### src/rtl/wm_phase_timer_if.sv
// Phase-timer link between the washer controller and wm_phase_timer.
// Latency: none in the interface itself; the timer registers every output one edge after its inputs.
// Backpressure: none; completion pulses are single-cycle and must be sampled when they appear.
//
// Signals:
//   soak_en/wash_en/rinse_en/spin_en : phase enables (one-hot or all zero)
//   mode1/mode2/mode3                : wash-mode selects (duration multiplier)
//   lid, cancel                      : pause while lid open, clear on cancel
//   timer_soak/.../timer_spin        : one-cycle completion pulses
//   remaining                        : ticks left in the active phase
//   phase_err                        : more than one enable high
interface wm_phase_timer_if #(
   parameter int CNT_W = 16
);
   logic             soak_en;
   logic             wash_en;
   logic             rinse_en;
   logic             spin_en;
   logic             mode1;
   logic             mode2;
   logic             mode3;
   logic             lid;
   logic             cancel;
   logic             timer_soak;
   logic             timer_wash;
   logic             timer_rinse;
   logic             timer_spin;
   logic [CNT_W-1:0] remaining;
   logic             phase_err;

   // Controller side: drives enables and conditions, receives completions.
   modport master (
      output soak_en, wash_en, rinse_en, spin_en,
      output mode1, mode2, mode3, lid, cancel,
      input  timer_soak, timer_wash, timer_rinse, timer_spin,
      input  remaining, phase_err
   );

   // Timer side.
   modport slave (
      input  soak_en, wash_en, rinse_en, spin_en,
      input  mode1, mode2, mode3, lid, cancel,
      output timer_soak, timer_wash, timer_rinse, timer_spin,
      output remaining, phase_err
   );
endinterface

### src/rtl/wm_phase_timer.sv
// Phase-duration timer: answers a one-hot phase enable with a completion pulse after base*mode ticks.
// Latency: pulse is high in the cycle after entry edge + target*TICK_DIV; remaining/phase_err lag inputs by one edge.
// Backpressure: none; lid=1 pauses the count, cancel clears it, pulses are never held or retried.
//
// Ports:
//   clk  : rising-edge clock
//   rst  : asynchronous active-high reset
//   bus  : wm_phase_timer_if.slave (enables, modes, lid, cancel in; pulses, remaining, phase_err out)
module wm_phase_timer #(
   parameter int TICK_DIV = 1000,
   parameter int CNT_W    = 16,
   parameter int SOAK_T   = 3,
   parameter int WASH_T   = 5,
   parameter int RINSE_T  = 4,
   parameter int SPIN_T   = 2
) (
   input  logic            clk,
   input  logic            rst,
   wm_phase_timer_if.slave bus
);

   localparam int             PW        = (TICK_DIV > 1) ? $clog2(TICK_DIV) : 1;
   localparam logic [PW-1:0]  PRESC_MAX = PW'(TICK_DIV - 1);

   // A zero base duration would never complete; treat it as one tick.
   localparam logic [CNT_W-1:0] SOAK_B  = CNT_W'((SOAK_T  == 0) ? 1 : SOAK_T);
   localparam logic [CNT_W-1:0] WASH_B  = CNT_W'((WASH_T  == 0) ? 1 : WASH_T);
   localparam logic [CNT_W-1:0] RINSE_B = CNT_W'((RINSE_T == 0) ? 1 : RINSE_T);
   localparam logic [CNT_W-1:0] SPIN_B  = CNT_W'((SPIN_T  == 0) ? 1 : SPIN_T);

   logic [3:0]       en;
   logic [3:0]       prev_en;
   logic [PW-1:0]    presc;
   logic [CNT_W-1:0] t;
   logic [CNT_W-1:0] t_inc;
   logic             done;
   logic [1:0]       mult;
   logic [1:0]       mult_nxt;
   logic [CNT_W-1:0] target;
   logic [CNT_W-1:0] target_nxt;
   logic [3:0]       pulse_q;
   logic [CNT_W-1:0] rem_q;
   logic             phase_err_q;
   logic             en_none;
   logic             en_multi;
   logic             en_entry;
   logic             tick;

   function automatic logic [CNT_W-1:0] base_of(input logic [3:0] v);
      logic [CNT_W-1:0] b;
      b = SOAK_B;
      if (v[1]) b = WASH_B;
      if (v[2]) b = RINSE_B;
      if (v[3]) b = SPIN_B;
      return b;
   endfunction

   function automatic logic [CNT_W-1:0] scale(input logic [CNT_W-1:0] b, input logic [1:0] m);
      logic [CNT_W-1:0] r;
      case (m)
         2'd3:    r = b + (b << 1);
         2'd2:    r = b << 1;
         default: r = b;
      endcase
      return r;
   endfunction

   assign en = {bus.spin_en, bus.rinse_en, bus.wash_en, bus.soak_en};

   assign en_none  = (en == 4'b0000);
   assign en_multi = ((en & (en - 4'd1)) != 4'b0000);
   // Entry: one-hot and different from what was sampled last; prev_en is zeroed by
   // cancel, idle and reset so that a still-high enable re-enters afterwards.
   assign en_entry = !en_none && !en_multi && (en != prev_en);

   assign mult_nxt   = bus.mode3 ? 2'd3 :
                       bus.mode2 ? 2'd2 :
                       bus.mode1 ? 2'd1 : 2'd1;
   assign target_nxt = scale(base_of(en), mult_nxt);
   // While running, prev_en equals the active phase, so the target follows from it.
   assign target     = scale(base_of(prev_en), mult);
   assign t_inc      = t + CNT_W'(1);
   assign tick       = (presc == PRESC_MAX);

   always_ff @(posedge clk or posedge rst) begin
      if (rst) begin
         prev_en     <= 4'b0000;
         presc       <= '0;
         t           <= '0;
         done        <= 1'b0;
         mult        <= 2'd1;
         pulse_q     <= 4'b0000;
         rem_q       <= '0;
         phase_err_q <= 1'b0;
      end else begin
         pulse_q     <= 4'b0000;
         phase_err_q <= en_multi;
         if (en_none) begin
            presc   <= '0;
            t       <= '0;
            done    <= 1'b0;
            rem_q   <= '0;
            prev_en <= 4'b0000;
         end else if (en_multi) begin
            // Remember the illegal vector so a return to one-hot is a fresh entry.
            presc   <= '0;
            t       <= '0;
            done    <= 1'b0;
            rem_q   <= '0;
            prev_en <= en;
         end else if (bus.cancel) begin
            presc   <= '0;
            t       <= '0;
            done    <= 1'b0;
            rem_q   <= '0;
            prev_en <= 4'b0000;
         end else if (en_entry) begin
            presc   <= '0;
            t       <= '0;
            done    <= 1'b0;
            mult    <= mult_nxt;
            rem_q   <= target_nxt;
            prev_en <= en;
         end else if (bus.lid || done) begin
            // Paused or finished: hold everything. Done also swallows the
            // controller's one-cycle enable lag after completion.
         end else if (tick) begin
            presc <= '0;
            t     <= t_inc;
            if (t_inc == target) begin
               pulse_q <= en;
               done    <= 1'b1;
               rem_q   <= '0;
            end else begin
               rem_q <= target - t_inc;
            end
         end else begin
            presc <= presc + PW'(1);
         end
      end
   end

   assign bus.timer_soak  = pulse_q[0];
   assign bus.timer_wash  = pulse_q[1];
   assign bus.timer_rinse = pulse_q[2];
   assign bus.timer_spin  = pulse_q[3];
   assign bus.remaining   = rem_q;
   assign bus.phase_err   = phase_err_q;

endmodule

### src/flat_wrapper.sv
// flat-port wrapper written by rule: the top's interface ports become plain ports
module wm_phase_timer_flat 
#(
   parameter int TICK_DIV = 1000,
   parameter int CNT_W    = 16,
   parameter int SOAK_T   = 3,
   parameter int WASH_T   = 5,
   parameter int RINSE_T  = 4,
   parameter int SPIN_T   = 2
)
  (clk, rst, bus_soak_en, bus_wash_en, bus_rinse_en, bus_spin_en, bus_mode1, bus_mode2, bus_mode3, bus_lid, bus_cancel, bus_timer_soak, bus_timer_wash, bus_timer_rinse, bus_timer_spin, bus_remaining, bus_phase_err);
  wm_phase_timer_if #(.CNT_W(CNT_W)) bus_i ();
  input  logic clk;
  input  logic rst;
  input wire logic [$bits(bus_i.soak_en)-1:0] bus_soak_en;
  input wire logic [$bits(bus_i.wash_en)-1:0] bus_wash_en;
  input wire logic [$bits(bus_i.rinse_en)-1:0] bus_rinse_en;
  input wire logic [$bits(bus_i.spin_en)-1:0] bus_spin_en;
  input wire logic [$bits(bus_i.mode1)-1:0] bus_mode1;
  input wire logic [$bits(bus_i.mode2)-1:0] bus_mode2;
  input wire logic [$bits(bus_i.mode3)-1:0] bus_mode3;
  input wire logic [$bits(bus_i.lid)-1:0] bus_lid;
  input wire logic [$bits(bus_i.cancel)-1:0] bus_cancel;
  output wire logic [$bits(bus_i.timer_soak)-1:0] bus_timer_soak;
  output wire logic [$bits(bus_i.timer_wash)-1:0] bus_timer_wash;
  output wire logic [$bits(bus_i.timer_rinse)-1:0] bus_timer_rinse;
  output wire logic [$bits(bus_i.timer_spin)-1:0] bus_timer_spin;
  output wire logic [$bits(bus_i.remaining)-1:0] bus_remaining;
  output wire logic [$bits(bus_i.phase_err)-1:0] bus_phase_err;
  assign bus_i.soak_en = bus_soak_en;
  assign bus_i.wash_en = bus_wash_en;
  assign bus_i.rinse_en = bus_rinse_en;
  assign bus_i.spin_en = bus_spin_en;
  assign bus_i.mode1 = bus_mode1;
  assign bus_i.mode2 = bus_mode2;
  assign bus_i.mode3 = bus_mode3;
  assign bus_i.lid = bus_lid;
  assign bus_i.cancel = bus_cancel;
  assign bus_timer_soak = bus_i.timer_soak;
  assign bus_timer_wash = bus_i.timer_wash;
  assign bus_timer_rinse = bus_i.timer_rinse;
  assign bus_timer_spin = bus_i.timer_spin;
  assign bus_remaining = bus_i.remaining;
  assign bus_phase_err = bus_i.phase_err;
  wm_phase_timer #(.TICK_DIV(TICK_DIV), .CNT_W(CNT_W), .SOAK_T(SOAK_T), .WASH_T(WASH_T), .RINSE_T(RINSE_T), .SPIN_T(SPIN_T)) u_core (.clk(clk), .rst(rst), .bus(bus_i));
endmodule
### config.mk
export PLATFORM = sky130hd
export DESIGN_NAME = wm_phase_timer_flat
export DESIGN_NICKNAME = d
export VERILOG_FILES = /design/src/rtl/wm_phase_timer_if.sv /design/src/rtl/wm_phase_timer.sv /design/src/flat_wrapper.sv
export SDC_FILE = /design/constraint.sdc
export NUM_CORES = 1
export LEC_CHECK = 0
export BUFFER_PORTS_ARGS = -buffer_cell sky130_fd_sc_hd__buf_2
export CAP_MARGIN = 40
export CORE_ASPECT_RATIO = 0.7
export CORE_MARGIN = 3
export CORE_UTILIZATION = 45
export CTS_CLUSTER_SIZE = 16
export DETAILED_ROUTE_END_ITERATION = 8
export PLACE_DENSITY = 0.65
export SETUP_SLACK_MARGIN = 0.1
export SYNTH_ARGS = -nofsm -noshare
export SYNTH_HDL_FRONTEND = slang
export SYNTH_SLANG_ARGS = --single-unit
export TNS_END_PERCENT = 50
### constraint.sdc
create_clock -name clk -period 6.3 [get_ports clk]
set_input_delay 1.26 -clock clk [delete_from_list [all_inputs] [get_ports clk]]
set_output_delay 1.26 -clock clk [all_outputs]
set_load 0.05 [all_outputs]
==> impl_metrics.yaml <==
synth:
  yosysWarnings: 0
  synth_edf_count: 0
  synth_area_sq_um: 3671
  seq_area_frac_synth: 0.3684
  ys.flop_type: "dfrtp_1"
  synth-async-reset-ratio: 1.000
  synthesis.nets: 434
  synth-seq-cells: 54
  avgSynthCellArea_sq_um: 8.976
  synth_cell_type_count: 69
  syn_inst: 409
floorplan:
  row_count: 26
  die_h_um: 81.57
  die-area_sq_um: 9295
  io_pins: 32
  core_area_sq_um: 7612
  start_util: 0.4822
  chipWidth_um: 114.0
grt:
  antenna_found_initial: 0
  grt_pass1_vias: 2684
  grt_max_degree: 55
  globalRouteTotalUtil: 0.1835
  grt_pass1_wl_mm: 13.52
  gr-total-overflow: 0
critical_path:
  slowest_stage: "dfrtp_1"
  worstSetupEndpointType: "register"
  worstSetupPathType: "register to register"
  crit_family: "compound AO/OA/AOI/OAI gates"
  path_cells: "nor2_1 -> nor2_1 -> inv_1 -> ha_1 -> inv_1 -> fa_1 -> nand2_1 -> o211ai_1 -> o21ai_0 -> ha_1 -> a21o_1 -> a21o_1 -> a21oi_1 -> a21oi_2 -> and3_1 -> o31a_1 -> o31ai_2"
  critPathLaunchType: "register"
  cp_num_buf_inv: 2
  cp.required_ns: 6.51
  max_stage_delay_ns: 0.41
  critPathMaxFanout: 5
  critical_path_arrival_ns: 3.96
sta:
  fin_crit_ns: 3.750
  finalSetupViolCount: 0
  holdWs_ns: 0.4805
  finalHoldViolCount: 0
  maxSlewViolCount: 0
  clock_skew_ns: 0.008659
  fmax_mhz: 266.7
  max_slew_margin: 0.4815
  rsz0062_at_grt: "false"
  tightestPinTransition_ns: 0.7748
  period_share: 0.5952
  setup_tns_ns: 0
place:
  place.gp.congestion: 0.8347
  numPortBuffers: 30
  hpwl_mm: 5.909
pwr:
  power_mw: 0.8819
  irDropWorstVdd_v: 0.0001060
  p_leak_nw: 1.733
  power.density_nw_per_um2: 221.7
run:
  max_cap_viol_count: 0
routing:
  drt.antenna.violating_nets: 0
  wirelength_mm: 7.773
  vias_per_cell: 5.470
  vias: 2872
  drc: 0
  drt_iter0_markers: 193
  drt-pass1-iter-count: 4
  wl_per_cell_um: 14.81
cts:
  numCtsBuffers: 5
  clk_path_buf_depth: 2
  cts-root-buf: "clkbuf_16"
  clkSinkCount: 54
  cts_tree: "built"
  clk_latency_ns: 0.30
  hold_buffers: 0
  ctsResizeCount: 0
  cts_max_level: 2
  clkTransAtPathRegs_ns: 0.07
  cts_setup_buffers: 0
cells_and_area:
  syn2layout_area_growth_pct: 8.385
  drive_gt1_frac: 0.1850
  diodes: 0
  nets: 451
status:
  status: "finished clean"
min_path:
  hp-class: "register to register"
## stage by stage
step	std cells	worst slack, ns	cell area, sq um	util
4_1_cts	525	2.547	3979	0.5227
5_1_grt	525	2.261	3979	0.5227
3_3_place_gp	516	2.624	3812	0.5008
2_1_floorplan	409	2.944	3671	-
6_report	525	2.550	3979	0.5227
3_5_place_dp	517	2.562	3827	0.5028
## cells in the mapped netlist, types with 5 or more instances
cell type  instances  share of area
dfrtp_1           53           0.36
nor2_1            52          0.053
nand2_1           42          0.043
xor2_1            23          0.055
xnor2_1           20          0.048
a21oi_1           17          0.023
o21ai_0           16          0.022
nand3_1           15          0.020
inv_1             14          0.014
ha_1              12          0.041
and3_1            11          0.019
nand4_1           10          0.017
clkbuf_1           9         0.0092
and2_1             8          0.014
o21ai_2            8          0.019
a211oi_1           5          0.010
buf_6              5          0.015
## state kept, by name, summed over array words and instances, names as in the netlist
| name | flops |
|---|---|
| u_core.bus.remaining | 16 |
| u_core.pulse_q | 4 |
| u_core.mult | 2 |
| u_core.done | 1 |
| u_core.prev_en | 4 |
| u_core.bus.phase_err | 1 |
| u_core.t | 16 |
| u_core.presc | 10 |
## worst paths after layout
check / startpoint / end / slack (ns) / cells after the start
hold / removal: u_core.bus.remaining[8] / u_core.bus.remaining[8] / 0.48 / 2
setup / recovery: u_core.prev_en[2] / u_core.bus.remaining[12] / 2.55 / 17
max in group asynchronous: rst / u_core.t[13] / 4.71 / 3
min in group asynchronous: rst / u_core.bus.remaining[3] / 1.15 / 3
setup reg to reg: u_core.prev_en[2] / u_core.bus.remaining[12] / 2.55 / 17
hold reg to reg: u_core.bus.remaining[8] / u_core.bus.remaining[8] / 0.48 / 2
## layout by cell type, fill, tap and decap left out, types with 2 or more instances in the layout
cell type,Yosys,layout
dfrtp_1,53,53
nor2_1,52,52
nand2_1,42,42
buf_2,3,30
xor2_1,23,23
xnor2_1,20,20
a21oi_1,17,17
o21ai_0,16,16
nand3_1,15,15
inv_1,14,13
ha_1,12,12
and3_1,11,11
nand4_1,10,10
o21ai_2,8,8
and2_1,8,8
a211oi_1,5,5
clkbuf_16,0,5
nand3_2,4,4
a22oi_1,4,4
or3_1,4,4
nor2b_1,3,3
a21o_1,3,3
or2_2,3,3
a31oi_1,3,3
nor3_1,3,3
nor3_2,3,3
o21ai_1,3,3
o22ai_1,3,3
nand4_2,2,2
o211ai_1,2,2
o21a_1,2,2
nor4_4,2,2
and4_1,2,2
nor4_1,2,2
fa_1,2,2
## metal layers
metal,GRT usage,wire length [um],share of wire,up-vias
li1,-,-,-,1458
met1,0.2928,4239,0.55,1345
met2,0.2453,2984,0.38,61
met3,0.03461,453,0.058,8
met4,0.05338,95,0.012,0
met5,0,0,0,-
## cell families after synthesis
logic type / Yosys count / synth area share
fa+ha+maj: 14 / 0.05181
mux: 2 / 0.005794
buf+inv: 36 / 0.05214
simple gates: 178 / 0.2648
compound gates: 81 / 0.1500
flops: 54 / 0.3684
xor+xnor: 44 / 0.1070
## area by class of cell
type,instances,area [sq um]
multi-input combinational,319,2127
tap,98,122.6
inverter,14,52.55
clock inverter,2,12.51
fill,713,3633
timing repair buffer,32,172.7
sequential,54,1353
clock buffer,6,138.9
## power by group
part	internal [mW]	leakage [nW]	switching (mW)
Clock	0.158	0.0729	0.125
Sequential	0.356	0.737	0.00860
Combinational	0.0895	0.923	0.145
## tightest hold or removal path, cell delays in order (launching register included)
cell,delay (ns)
dfrtp_1,0.34
nand2_1,0.06
o21ai_2,0.05
Power figures use the tool's default switching activity.
